[src/rtl/rv_pkg.sv]
// Shared constants for the execute stage: ALU op codes, operand-B selects,
// branch funct3 codes and the EX FSM state type.
package rv_pkg;

  localparam int unsigned XLEN_DEF = 32;

  localparam logic [3:0] ALU_ADD   = 4'd0;
  localparam logic [3:0] ALU_SUB   = 4'd1;
  localparam logic [3:0] ALU_SLL   = 4'd2;
  localparam logic [3:0] ALU_SLT   = 4'd3;
  localparam logic [3:0] ALU_SLTU  = 4'd4;
  localparam logic [3:0] ALU_XOR   = 4'd5;
  localparam logic [3:0] ALU_SRL   = 4'd6;
  localparam logic [3:0] ALU_SRA   = 4'd7;
  localparam logic [3:0] ALU_OR    = 4'd8;
  localparam logic [3:0] ALU_AND   = 4'd9;
  localparam logic [3:0] ALU_PASSB = 4'd10;

  localparam logic [2:0] SRCB_RS2   = 3'd0;
  localparam logic [2:0] SRCB_IMM   = 3'd1;
  localparam logic [2:0] SRCB_UPPER = 3'd2;
  localparam logic [2:0] SRCB_FOUR  = 3'd3;

  localparam logic [2:0] F3_BEQ  = 3'd0;
  localparam logic [2:0] F3_BNE  = 3'd1;
  localparam logic [2:0] F3_BLT  = 3'd4;
  localparam logic [2:0] F3_BGE  = 3'd5;
  localparam logic [2:0] F3_BLTU = 3'd6;
  localparam logic [2:0] F3_BGEU = 3'd7;

  typedef enum logic {StRun, StSquash} ex_state_e;

endpackage

[src/rtl/ex_alu.sv]
// Combinational ALU plus branch comparator. Branch compares use their own
// operand pair so they stay independent of the ALU source selects.
module ex_alu
  import rv_pkg::*;
#(
  parameter int unsigned XLEN = XLEN_DEF
) (
  input  logic [3:0]      op_i,
  input  logic [XLEN-1:0] a_i,
  input  logic [XLEN-1:0] b_i,
  input  logic [XLEN-1:0] cmp_a_i,
  input  logic [XLEN-1:0] cmp_b_i,
  input  logic [2:0]      funct3_i,
  output logic [XLEN-1:0] result_o,
  output logic            taken_o
);

  logic [4:0] shamt;
  logic       eq, lt, ltu;

  assign shamt = b_i[4:0];

  always_comb begin
    result_o = '0;
    case (op_i)
      ALU_ADD:   result_o = a_i + b_i;
      ALU_SUB:   result_o = a_i - b_i;
      ALU_SLL:   result_o = a_i << shamt;
      ALU_SLT:   result_o = {{(XLEN-1){1'b0}}, $signed(a_i) < $signed(b_i)};
      ALU_SLTU:  result_o = {{(XLEN-1){1'b0}}, a_i < b_i};
      ALU_XOR:   result_o = a_i ^ b_i;
      ALU_SRL:   result_o = a_i >> shamt;
      ALU_SRA:   result_o = $unsigned($signed(a_i) >>> shamt);
      ALU_OR:    result_o = a_i | b_i;
      ALU_AND:   result_o = a_i & b_i;
      ALU_PASSB: result_o = b_i;
      default:   result_o = '0;
    endcase
  end

  assign eq  = (cmp_a_i == cmp_b_i);
  assign lt  = ($signed(cmp_a_i) < $signed(cmp_b_i));
  assign ltu = (cmp_a_i < cmp_b_i);

  always_comb begin
    taken_o = 1'b0;
    case (funct3_i)
      F3_BEQ:  taken_o = eq;
      F3_BNE:  taken_o = !eq;
      F3_BLT:  taken_o = lt;
      F3_BGE:  taken_o = !lt;
      F3_BLTU: taken_o = ltu;
      F3_BGEU: taken_o = !ltu;
      default: taken_o = 1'b0;
    endcase
  end

endmodule

[src/rtl/ex_stage.sv]
// Execute stage with EX/MEM register, branch/jump resolution and a squash FSM
// that drops the wrong-path instructions already fetched behind a redirect.
module ex_stage
  import rv_pkg::*;
#(
  parameter int unsigned XLEN         = XLEN_DEF,
  parameter int unsigned SQUASH_DEPTH = 2
) (
  input  logic            CLK,
  input  logic            RST,
  input  logic            in_valid,
  output logic            in_ready,
  input  logic [XLEN-1:0] PC,
  input  logic [XLEN-1:0] rs1val,
  input  logic [XLEN-1:0] rs2val,
  input  logic [XLEN-1:0] LoadStoreOrjalAddress,
  input  logic [XLEN-1:0] auipcOrlui,
  input  logic [3:0]      ALUControl,
  input  logic            ALUSourceA,
  input  logic [2:0]      ALUSourceB,
  input  logic [2:0]      funct3,
  input  logic            is_branch,
  input  logic            is_jal,
  input  logic            is_jalr,
  input  logic [4:0]      rd,
  input  logic            RegWrite_in,
  input  logic            DmemREB_in,
  input  logic            DmemWEB_in,
  input  logic            Dmem1ALUOUT_in,
  output logic            out_valid,
  input  logic            out_ready,
  output logic [XLEN-1:0] ALUResult,
  output logic [XLEN-1:0] StoreData,
  output logic [4:0]      rd_out,
  output logic            RegWrite,
  output logic            DmemREB,
  output logic            DmemWEB,
  output logic            Dmem1ALUOUT,
  output logic            PCsel,
  output logic [XLEN-1:0] JumporBranch
);

  localparam int unsigned CntW = (SQUASH_DEPTH < 1) ? 1 : $clog2(SQUASH_DEPTH + 1);

  ex_state_e       state_q, state_d;
  logic [CntW-1:0] cnt_q, cnt_d;

  logic            out_valid_q, out_valid_d;
  logic [XLEN-1:0] result_q, store_q;
  logic [4:0]      rd_q;
  logic            regwrite_q, reb_q, web_q, d1_q;
  logic            pcsel_q, pcsel_d;
  logic [XLEN-1:0] target_q;

  logic [XLEN-1:0] op_a, op_b, alu_res, link, target, jalr_sum;
  logic            br_taken, redirect, accept, keep;

  assign op_a = ALUSourceA ? PC : rs1val;

  always_comb begin
    op_b = '0;
    case (ALUSourceB)
      SRCB_RS2:   op_b = rs2val;
      SRCB_IMM:   op_b = LoadStoreOrjalAddress;
      SRCB_UPPER: op_b = auipcOrlui;
      SRCB_FOUR:  op_b = XLEN'(4);
      default:    op_b = '0;
    endcase
  end

  ex_alu #(
    .XLEN(XLEN)
  ) u_alu (
    .op_i     (ALUControl),
    .a_i      (op_a),
    .b_i      (op_b),
    .cmp_a_i  (rs1val),
    .cmp_b_i  (rs2val),
    .funct3_i (funct3),
    .result_o (alu_res),
    .taken_o  (br_taken)
  );

  assign link     = PC + XLEN'(4);
  assign jalr_sum = rs1val + LoadStoreOrjalAddress;
  assign target   = is_jalr ? {jalr_sum[XLEN-1:1], 1'b0} : PC + LoadStoreOrjalAddress;
  assign redirect = is_jal || is_jalr || (is_branch && br_taken);

  assign in_ready = !out_valid_q || out_ready;
  assign accept   = in_valid && in_ready;
  // Anything accepted while squashing is wrong-path and leaves no trace.
  assign keep     = accept && (state_q == StRun);

  always_comb begin
    state_d = state_q;
    cnt_d   = cnt_q;
    unique case (state_q)
      StRun: begin
        if (keep && redirect && (SQUASH_DEPTH != 0)) begin
          state_d = StSquash;
          cnt_d   = CntW'(SQUASH_DEPTH);
        end
      end
      StSquash: begin
        if (accept) begin
          cnt_d = cnt_q - CntW'(1);
          if (cnt_q == CntW'(1)) state_d = StRun;
        end
      end
      default: state_d = StRun;
    endcase
  end

  always_comb begin
    if (keep)           out_valid_d = 1'b1;
    else if (out_ready) out_valid_d = 1'b0;
    else                out_valid_d = out_valid_q;
  end

  assign pcsel_d = keep && redirect;

  always_ff @(posedge CLK or posedge RST) begin
    if (RST) begin
      state_q     <= StRun;
      cnt_q       <= '0;
      out_valid_q <= 1'b0;
      result_q    <= '0;
      store_q     <= '0;
      rd_q        <= '0;
      regwrite_q  <= 1'b0;
      reb_q       <= 1'b1;
      web_q       <= 1'b1;
      d1_q        <= 1'b0;
      pcsel_q     <= 1'b0;
      target_q    <= '0;
    end else begin
      state_q     <= state_d;
      cnt_q       <= cnt_d;
      out_valid_q <= out_valid_d;
      pcsel_q     <= pcsel_d;
      if (pcsel_d) target_q <= target;
      if (keep) begin
        result_q   <= (is_jal || is_jalr) ? link : alu_res;
        store_q    <= rs2val;
        rd_q       <= rd;
        regwrite_q <= RegWrite_in;
        reb_q      <= DmemREB_in;
        web_q      <= DmemWEB_in;
        d1_q       <= Dmem1ALUOUT_in;
      end
    end
  end

  assign out_valid    = out_valid_q;
  assign ALUResult    = result_q;
  assign StoreData    = store_q;
  assign rd_out       = rd_q;
  assign RegWrite     = regwrite_q;
  assign DmemREB      = reb_q;
  assign DmemWEB      = web_q;
  assign Dmem1ALUOUT  = d1_q;
  assign PCsel        = pcsel_q;
  assign JumporBranch = target_q;

endmodule

[config.mk]
export PLATFORM = sky130hd
export DESIGN_NAME = ex_stage
export DESIGN_NICKNAME = d
export VERILOG_FILES = /design/src/rtl/rv_pkg.sv /design/src/rtl/ex_alu.sv /design/src/rtl/ex_stage.sv
export SDC_FILE = /design/constraint.sdc
export NUM_CORES = 1
export LEC_CHECK = 0
export CAP_MARGIN = 10
export CORE_MARGIN = 2
export CORE_UTILIZATION = 50
export CTS_BUF_LIST = sky130_fd_sc_hd__clkbuf_8 sky130_fd_sc_hd__clkbuf_16
export CTS_CLUSTER_DIAMETER = 30
export DETAILED_ROUTE_END_ITERATION = 16
export PLACE_DENSITY = 0.88
export SYNTH_ARGS = -nofsm -noshare
export SYNTH_HDL_FRONTEND = slang
export SYNTH_SLANG_ARGS = --single-unit
export TNS_END_PERCENT = 5
[constraint.sdc]
create_clock -name CLK -period 3.5 [get_ports CLK]
set_clock_uncertainty 0.2 [all_clocks]
set_input_delay 0.7 -clock CLK [delete_from_list [all_inputs] [get_ports CLK]]
set_output_delay 0.7 -clock CLK [all_outputs]
set_load 0.01 [all_outputs]
==> impl_metrics.toml, run 1 <==
[die]
die_w_um = 200
initial_utilization = 0.509
die_height_um = 200
ios = 295
num_rows = 71

[synth]
synth-main-ff-cell = "dfrtp_1"
yosysTopAreaCell = "dfrtp_1"
ys_seq_area_frac = 0.144
syn_area_um2 = 19200
synth-async-reset-ratio = 1.00
yosysWarnings = 0
synth_top_area_frac = 0.141
synth_edf_count = 0
syn_nets = 3025
netlist_instances = 2638
ys_types = 98
synth.area.top_cells = "dfrtp_1, ha_1, nand2_1"
avgSynthCellArea_um2 = 7.26
ys_seq_elements = 110

[place]
dpl.hpwl_mm = 91.7
port_buffers = 294
gp_congestion = 1.38
dp_cells = 4110

[clock_tree]
cts_buffers = 9
htreeDepth = 3
hold_buffers = 0
cts_sinks = 110
clockBufferDepth = 2
ctsRootBufferMaster = "clkbuf_16"

[global_routing]
grt_pass1_wl_mm = 260
grtUsageTotal = 0.861
gr-total-overflow = 1263
grt_max_degree = 53
first_global_vias = 38632

[outcome]
error = "[ERROR GRT-0116] Global routing finished with congestion. Check the congestion regions in the DRC Viewer."
outcome = "did not finish"
haltStage = "5_1_grt"
Yosys cell counts (22+ instances only):
library cell  instances
a21o_1               50
a211oi_1             36
o21ai_0             206
mux2i_1             100
inv_1               141
o22ai_1              25
nand2_1             337
a21oi_1             236
mux4_2               32
o31ai_1              23
dfrtp_1             108
nand3_1              60
clkbuf_1            102
buf_2                28
a22oi_1              26
nand2b_1             32
xnor2_1              49
nor3_1               45
nor2_1              243
o211ai_1             61
ha_1                196
a221oi_1             23
nor4_1               22
xor2_1               39
a31oi_1              37
metrics by stage:
stage / setup slack, ns / instance area (µm²)
CTS: -0.775 / 29700
floorplan: -1.39 / 19300
detailed placement: -1.72 / 28600
global placement: -1.38 / 28600
metal layers:
| metal | overflow | track usage |
|---|---|---|
| met5 | 12 | 0.558 |
| met4 | 369 | 0.922 |
| met3 | 39 | 0.753 |
| met2 | 808 | 1.01 |
| met1 | 35 | 0.813 |
what timing repair did:
action,CTS
gates resized for setup,173
pin swaps,60
endpoints found under the setup margin,68
setup buffers,24
kinds of logic after synthesis:
kind of cell               synth area share
AOI/OAI and AO/OA                     0.318
xor gates and xnor gates             0.0402
adders and majority gates             0.132
buffers and inverters                0.0662
DFF                                   0.144
muxes                                 0.101
and+or+nand+nor                       0.198
==> run 2, diff against run 1 <==
--- a/config.mk
+++ b/config.mk
@@ -7,11 +7,9 @@
 export LEC_CHECK = 0
 export CAP_MARGIN = 10
 export CORE_MARGIN = 2
-export CORE_UTILIZATION = 50
-export CTS_BUF_LIST = sky130_fd_sc_hd__clkbuf_8 sky130_fd_sc_hd__clkbuf_16
-export CTS_CLUSTER_DIAMETER = 30
+export CORE_UTILIZATION = 35
 export DETAILED_ROUTE_END_ITERATION = 16
-export PLACE_DENSITY = 0.88
+export PLACE_DENSITY_LB_ADDON = 0.15
 export SYNTH_ARGS = -nofsm -noshare
 export SYNTH_HDL_FRONTEND = slang
 export SYNTH_SLANG_ARGS = --single-unit
==> constraint.sdc (replaced) <==
create_clock -name CLK -period 4.5 [get_ports CLK]
set_clock_uncertainty 0.2 [all_clocks]
set_input_delay 0.9 -clock CLK [delete_from_list [all_inputs] [get_ports CLK]]
set_output_delay 0.9 -clock CLK [all_outputs]
set_load 0.01 [all_outputs]
==> impl_metrics.toml, run 2 <==
[outcome]
outcome = "complete, but fails checks"
violations = "setup timing"

[detailed_routing]
wirelength_mm = 115
drt_iter0_markers = 2731
post-route-drc-count = 0
post_drt_wl_per_cell_um = 26.8
ant_nets = 0
avgViaCountPerCell = 6.01
num_vias = 25845
dr.pass1.iters = 5

[final_layout]
area_growth_pct = 53.6
nets = 3981
fin_area_um2 = 29400
layout_commonest_cell = "buf_4"
most-common-layout-cells = "buf_4, nand2_1, clkdlybuf4s50_1, nor2_1, a21oi_1"
drive_above_1_share = 0.277
fin_cells = 4297

[place]
port_buffers = 294
gp_congestion = 1.10
dpl.hpwl_mm = 95.7
dp_cells = 4263
dpl_cell_area_um2 = 28500

[clock_tree]
cts_buffers = 9
hold_buffers = 0
cts_tree = "yes"
clk_pin_slew_worst_paths_ns = 0.10
htreeDepth = 3
clockBufferDepth = 2
insertion_delay_ns = 0.42
cts_sinks = 110
ctsRootBufferMaster = "clkbuf_16"

[worst_setup_path]
r2r_cells = 9
cp_cell_sequence = "buf_8, buf_12, buf_12, buf_12, mux2i_1, buf_4, nor2_2, a21oi_2, nor2_2, inv_2, ha_4, or3_4, nand3b_1, nor4_4, o311ai_4, o211ai_1, o21ai_2, o31ai_2, xnor2_1, a22oi_1, a21oi_1"
worstPathArrival_ns = 4.62
path_max_fanout = 9
criticalPathCategory = "input port to register"
timing.rr.end = "ALUResult[4]$_DFFE_PP0P_"
crit_required_ns = 4.59
critPathLaunchType = "input port"
setup.worst_path.end_class = "register"
critical-path-top-delay-family = "simple AND/OR/NAND/NOR gates"
cpPeakStageDelay_ns = 0.39
rrSetupSlack_ns = 1.47
critPathMostFrequentCell = "buf_12"
r2r-start = "out_valid$_DFFE_PP0P_"
cp_slowest_cell = "or3_4"
critical_path_buf_inv_count = 6

[synth]
synthMuxAreaShare = 0.101
synth-async-reset-ratio = 1.00
ys_seq_elements = 110
synth-main-ff-cell = "dfrtp_1"
synth_common_cells = "nand2_1, nor2_1, a21oi_1"
syn_area_um2 = 19200
syn_nets = 3025
yosysTopAreaCell = "dfrtp_1"
avgSynthCellArea_um2 = 7.26
ys_types = 98
synth-xor-area-share = 0.0402
synth_top_family_by_area = "compound AO/OA/AOI/OAI gates"
synth.most_common_cell = "nand2_1"
synth-compound-area-share = 0.318
ys_seq_area_frac = 0.144
netlist_instances = 2638
synth_top_area_frac = 0.141
synth_edf_count = 0
synth_fa_ha_area_frac = 0.132
yosysWarnings = 0
synth.area.top_cells = "dfrtp_1, ha_1, nand2_1"
yosys.area_share.simple = 0.198

[power_and_ir_drop]
p_per_area_nw_per_um2 = 288
total_power_mw = 8.47
seqPwrFrac = 0.212
p_leak_nw = 13.6
power.switching_mw = 3.86
p_int_mw = 4.60
ir_drop_uv = 261
p_clk_frac = 0.114
p_sw_frac = 0.456
comb_power_share = 0.674

[global_routing]
grt_max_degree = 61
grt_pass1_wl_mm = 165
grtUsageTotal = 0.397
antenna_found_initial = 5
gr-total-overflow = 0
first_global_vias = 25378

[sta]
finalCritPeriodShare = 1.01
fmax_mhz = 221
setup_tns_ns = -0.0456
grt_setup_unrepaired = "yes"
slew_viol_final = 0
relSlewSlack = 0.433
setup_viol = 2
worstMarginPinSlew_ns = 0.837
finalCriticalPeriod_ns = 4.53
setup_ws_ns = -0.0290
timing.hold.ws_ns = 0.268
hold_violations = 0

[worst_hold_path]
min_from = "DmemWEB$_DFFE_PP1P_"
hold_path.class = "register to register"
hold_path_end = "DmemWEB$_DFFE_PP1P_"
worstHoldPathCells = 2

[die]
die_w_um = 238
initial_utilization = 0.355
ios = 295
num_rows = 85
core_um2 = 54000
die_height_um = 238
die_area_um2 = 56600

[job]
maxCapViolations = 0
==> run 2: cell counts after synthesis <==
Identical to the previous run, type by type.
==> run 2: what timing repair did <==
| action | 4_1_cts | 5_1_grt |
|---|---|---|
| setup buffers | 9 | 8 |
| cloned | 0 | 0 |
| resized for setup | 66 | 66 |
| setup endpoints to repair | 23 | 29 |
| pin swaps | 18 | 28 |
==> run 2: final cells by class <==
class | instances | area [µm²]
clock inverters | 7 | 95.1
fillers | 5312 | 24600
clock buffers | 9 | 225
repair buffers | 1107 | 9280
well taps | 696 | 871
multi-input cells | 2220 | 15700
inverters | 146 | 556
flip-flops and latches | 110 | 2760
diodes | 2 | 5.00
==> run 2: per-layer routing <==
| layer | vias to the layer above | share of wire | track usage |
|---|---|---|---|
| met4 | 4 | 0.070 | 0.242 |
| li1 | 11657 | - | - |
| met2 | 1399 | 0.44 | 0.620 |
| met5 | - | 0.00023 | 0 |
| met3 | 338 | 0.088 | 0.0895 |
| met1 | 12447 | 0.41 | 0.498 |
==> run 2: how the worst max path moves through the flow <==
stage	start	end	slack, ns	cells after the start
floorplan	ALUSourceB[1]	ALUResult[26]$_DFFE_PP0P_	-0.62	19
global placement	ALUSourceB[0]	ALUResult[31]$_DFFE_PP0P_	-0.91	20
detailed placement	ALUSourceB[0]	ALUResult[31]$_DFFE_PP0P_	-0.92	20
CTS	rs2val[1]	ALUResult[29]$_DFFE_PP0P_	0.004	18
global route	ALUSourceB[1]	ALUResult[31]$_DFFE_PP0P_	-0.13	21
finish	ALUSourceB[1]	ALUResult[31]$_DFFE_PP0P_	-0.03	21
==> run 2: per-stage QoR <==
step                       util  worst slack [ns]
after floorplan               -            -0.623
after global placement    0.528            -0.905
after detailed placement  0.528            -0.921
after CTS                 0.538           0.00361
after global routing      0.545            -0.125
final                     0.545           -0.0290
==> run 2: logic make-up after synthesis <==
kind of cell	Yosys count
XOR/XNOR	88
AND/OR/NAND/NOR	852
multiplexers	150
flip-flops	110
adder cells (fa/ha/maj)	200
buffers and inverters	308
AO/OA/AOI/OAI	930
==> run 2: power groups by stage <==
stage / Sequential, mW / Clock, mW / Combinational [mW]
global placement: 1.78 / 0 / 5.44
floorplan: 1.90 / 0 / 2.22
detailed placement: 1.80 / 0 / 5.48
global route: 1.83 / 0.998 / 6.06
CTS: 1.79 / 0.970 / 5.55
finish: 1.79 / 0.963 / 5.71
==> run 2: worst min-delay path, delay by kind of cell (launching register included) <==
family / cells / cell delay, ns
and+or+nand+nor: 2 / 0.10
DFF: 1 / 0.38
No activity file was read; power rests on OpenSTA's default activity.
==> RTL edit 1, RTL diff (settings of run 2) <==
Remove the case item `ALU_SRL` of the case on `op_i`.
--- a/src/rtl/ex_alu.sv
+++ b/src/rtl/ex_alu.sv
@@ -31,3 +31,2 @@
       ALU_XOR:   result_o = a_i ^ b_i;
-      ALU_SRL:   result_o = a_i >> shamt;
       ALU_SRA:   result_o = $unsigned($signed(a_i) >>> shamt);
Check against the original RTL: not equivalent (a bounded check fails within 4 cycles, from zero or initial values and one cycle with RST high).
==> RTL edit 1 against run 2 <==
Setup slack improved by 58 ps. Power fell by 1.2%. Via count fell by 5.2%. Sequential cell count did not move. Die area fell by 2.0%. Final area fell by 4.3%. Critical endpoint unchanged. Largest power group unchanged. Synthesized area fell by 2.0%. Non-clock buffer count fell by 107. Critical path depth fell by 3. Wire length fell by 7.7%. Largest cell class unchanged. Sequential power rose by 2%.
==> RTL edit 1: results (changes against run 2) <==
| Metric | Value |
|---|---|
| CTS H-tree lvls | `3 (unchanged)` |
| IO buf count | `294 (unchanged)` |
| Leak | `12.9 nW (was 13.6 nW)` |
| Post-DR vias/cell | `5.97 (was 6.01)` |
| VDD IR-drop max | `0.000279 V (was 0.000261 V)` |
| Routed wire length per instance | `25.9 um (was 26.8 um)` |
| DP Wirelength | `88300 um (was 95700 um)` |
| Netlist cell types | `93 (was 98)` |
| DRT Pass-1 Iters | `5 (unchanged)` |
| Filler cells | `5250 (was 5312)` |
| Crit-path max FO | `6 (was 9)` |
| Remaining global-route overflow | `0 (unchanged)` |
| Slowest stage cell, crit path | `clkdlybuf4s50_1 (was or3_4)` |
| CTS Buf Count | `9 (unchanged)` |
| Worst-Margin Slew | `973 ps (was 837 ps)` |
| Min-delay worst type | `flop to flop (unchanged)` |
| Skew-Pair Late Insertion Delay | `410 ps` |
| Layout Nets | `3793 (was 3981)` |
| Maximum root-to-sink buffer count | `2 (unchanged)` |
| DR iter-0 viols | `2329 (was 2731)` |
| Sequential area share after synthesis | `14.7% (was 14.4%)` |
| Worst EP arrival | `4550 ps (was 4620 ps)` |
| Fraction of layout cells with a size suffix above 1 | `25.8% (was 27.7%)` |
| Largest net degree at the start of global routing | `52 (was 61)` |
| Warnings, synthesis | `0 (unchanged)` |
| Ranking of synthesized cells by area | `dfrtp_1, ha_1, a21oi_1, nand2_1, o21ai_0 (was dfrtp_1, ha_1, nand2_1, a21oi_1, o21ai_0)` |
| GPL Wtd Cong | `1.05 (was 1.10)` |
| Root Driver | `clkbuf_16 (unchanged)` |
| Antenna violations before repair | `5 (unchanged)` |
| FFs w/ async S/R, synth | `100% (unchanged)` |
| Status | `complete, no violations (was complete, but fails checks)` |
| CP peak stage delay | `490 ps (was 390 ps)` |
| Net Count, Synth | `2942 (was 3025)` |
| DRC viols | `0 (unchanged)` |
| First-pass GRT wire length | `155000 um (was 165000 um)` |
| Vias in the first global route | `23790 (was 25378)` |
| GRT Total Usage | `37.1% (was 39.7%)` |
| Most frequent cells after synthesis | `nand2_1, a21oi_1, nor2_1 (was nand2_1, nor2_1, a21oi_1)` |
| CTS clk-pin slew, worst paths | `80 ps (was 100 ps)` |
## RTL edit 1: per-layer routing
metal | track usage (%) | share of wire [%]
met1 | 51.3 | 44
met2 | 57.0 | 43
met3 | 6.68 | 8.8
met4 | 15.0 | 4.5
met5 | 0 | 0.043
## RTL edit 1: per-stage QoR
stage | TNS (ps) | area [um^2] | setup WS (ps) | std cells
after CTS | 0 | 27900 | 0.258 | 4098
after global placement | -18650 | 27400 | -696 | 4079
after global routing | -510 | 28200 | -76.0 | 4102
after detailed placement | -21250 | 27400 | -812 | 4079
after floorplan | -1410 | 18900 | -189 | 2557
final | 0 | 28200 | 28.6 | 4104
## RTL edit 1: critical path, delay by kind of cell
family / cells / cell delay [ps]
multiplexers: 1 / 180
buffers and inverters: 5 / 1040
AND/OR/NAND/NOR: 2 / 170
AO/OA/AOI/OAI: 9 / 1950
adder cells (fa/ha/maj): 1 / 310
## RTL edit 1: final timing paths
path	end	slack, ps	cells after the start	from
max	ALUResult[31]	30	18	LoadStoreOrjalAddress[1]
min	DmemREB	260	2	DmemREB
max reg2reg	ALUResult[28]	1350	12	out_valid
min reg2reg	DmemREB	260	2	DmemREB
max in group asynchronous	StoreData[4]	2500	3	RST
min in group asynchronous	StoreData[26]	690	2	RST
## RTL edit 1: what timing repair did
item,CTS,global route
cloned,1,0
gates resized for setup,17,67
endpoints found under the setup margin,18,21
buffers inserted,2,3
pin swaps,9,10
## RTL edit 1: final cells by class
class	instances	share of cell area, %
Clock buffer	11	0.861
Timing Repair Buffer	1000	30.1
Multi-Input combinational cell	2133	53.9
Clock inverter	5	0.235
Sequential cell	110	9.77
Tap cell	688	3.05
Antenna cell	3	0.0266
Inverter	154	2.07
## RTL edit 1: logic make-up after synthesis
kind of cell,Yosys count,synth area share (%)
AOI/OAI and AO/OA,903,31.1
xor gates and xnor gates,85,3.97
adders and majority gates,198,13.4
buffers and inverters,314,6.87
DFF,110,14.7
muxes,147,10.7
and+or+nand+nor,800,19.3
## RTL edit 1: where the power goes
group	switching [W]	total, W	internal, W
logic	0.00288	0.00560	0.00272
clock network	0.000481	0.000937	0.000456
registers	0.000362	0.00183	0.00147
==> RTL edit 2, RTL diff (settings of run 2) <==
Made on the original files. The parameter `SQUASH_DEPTH` goes from 2 to 4.
--- a/src/rtl/ex_stage.sv
+++ b/src/rtl/ex_stage.sv
@@ -6,3 +6,3 @@
   parameter int unsigned XLEN         = XLEN_DEF,
-  parameter int unsigned SQUASH_DEPTH = 2
+  parameter int unsigned SQUASH_DEPTH = 4
 ) (
Function: changed (a bounded check fails within 10 cycles, from zero or initial values and one cycle with RST high).
==> RTL edit 2 against run 2 <==
Final area grew 1.3%. Fmax grew 0.93%. Combinational power grew 3%. Setup slack gained 42 ps. Sequential cell count grew 1. Critical endpoint is now ALUResult[0]. Power grew 2.3%. Largest power group unchanged. Via count grew 4.8%. Synthesized area grew 1.4%. Critical path depth shrank 4. Largest cell class unchanged. Wire length grew 5.9%. Sequential share of layout area is essentially flat.
==> RTL edit 2: results (changes against run 2) <==
| Metric | Value |
|---|---|
| Met2 routed wirelength | `51300 um (was 50100 um)` |
| Mux cell area share after synthesis | `7.96% (was 10.1%)` |
| Layout overhead on the synthesized area | `53.5% (was 53.6%)` |
| R2R setup slack | `1530 ps (was 1470 ps)` |
| Global-route met3 utilization | `9.91% (was 8.95%)` |
| Post-synthesis compound-gate area fraction | `33.3% (was 31.8%)` |
| Sequential area share after synthesis | `14.3% (was 14.4%)` |
| Leak | `13.7 nW (was 13.6 nW)` |
| VDD IR-drop max | `0.000255 V (was 0.000261 V)` |
| Antenna violations before repair | `7 (was 5)` |
| Ranking of synthesized cells by area | `dfrtp_1, ha_1, a21oi_1, nor2_1, o21ai_0 (was dfrtp_1, ha_1, nand2_1, a21oi_1, o21ai_0)` |
| Part of the cycle the worst path needs | `99.7% (was 101%)` |
| Slowest stage cell, crit path | `nor2_1 (was or3_4)` |
| Vias in the first global route | `26366 (was 25378)` |
| Worst reg2reg path depth | `11 (was 9)` |
| DR iter-0 viols | `2865 (was 2731)` |
| Fraction of layout cells with a size suffix above 1 | `26.6% (was 27.7%)` |
| Non-filler cells, final | `4436 (was 4297)` |
| Routed wire length per instance | `27.5 um (was 26.8 um)` |
| GPL Wtd Cong | `1.05 (was 1.10)` |
| CTS clk-pin slew, worst paths | `120 ps (was 100 ps)` |
| Setup violators final | `0 (was 2)` |
| Crit-path max FO | `14 (was 9)` |
| Status | `complete, no violations (was complete, but fails checks)` |
| Placed Area | `0.0291 mm^2 (was 0.0285 mm^2)` |
| Worst EP arrival | `4640 ps (was 4620 ps)` |
| Combinational power | `0.00587 W (was 0.00571 W)` |
| P_clk | `0.000941 W (was 0.000963 W)` |
| DRT Pass-1 Iters | `8 (was 5)` |
| Skew-Pair Late Insertion Delay | `410 ps` |
| Most used DFF post-synth | `dfrtp_1 (unchanged)` |
| Top routing layer used | `met5 (unchanged)` |
| Layout Nets | `4066 (was 3981)` |
| WL met1 | `49400 um (was 46800 um)` |
| DP Worst Slack | `-839 ps (was -921 ps)` |
| Post-synthesis adder-cell area fraction | `13.1% (was 13.2%)` |
| GR Layer Usage met2 | `62.3% (was 62.0%)` |
| Netlist cell types | `87 (was 98)` |
| Most frequent cells after synthesis | `nor2_1, nand2_1, a21oi_1 (was nand2_1, nor2_1, a21oi_1)` |
| Psw | `0.00401 W (was 0.00386 W)` |
| Worst setup path endpoint | `ALUResult[0] (was ALUResult[31])` |
| Slew HR | `37.9% (was 43.3%)` |
| Met3 Wirelength | `13200 um (was 10200 um)` |
| GRT Total Usage | `41.5% (was 39.7%)` |
| Met1 Use GR | `54.3% (was 49.8%)` |
| Mean Syn Cell Area | `7.09 um^2 (was 7.26 um^2)` |
[RTL edit 2: critical path: cells and delay by family]
family / cells / cell delay (ps)
and+or+nand+nor: 6 / 1760
AOI/OAI and AO/OA: 2 / 250
xor gates and xnor gates: 1 / 150
adders and majority gates: 1 / 390
buffers and inverters: 7 / 1160
[RTL edit 2: per-stage QoR]
step           hold WS [ps]  total power (W)
6_report                269          0.00866
5_1_grt                 290          0.00905
4_1_cts                 272          0.00846
3_5_place_dp            256          0.00748
3_3_place_gp            246          0.00743
2_1_floorplan           250          0.00425
[RTL edit 2: area by class of cell]
type	count	area share (%)
Timing Repair Buffer	1103	31.2
Sequential cell	111	9.32
Clock buffer	10	0.767
Antenna cell	5	0.0419
Inverter	165	2.08
Multi-Input combinational cell	2288	53.2
Clock inverter	6	0.201
Tap cell	748	3.14
[RTL edit 2: repair_timing]
item | CTS | global route
pin swaps | 4 | 26
gates resized for setup | 15 | 79
endpoints found under the setup margin | 25 | 34
buffers inserted | 3 | 3
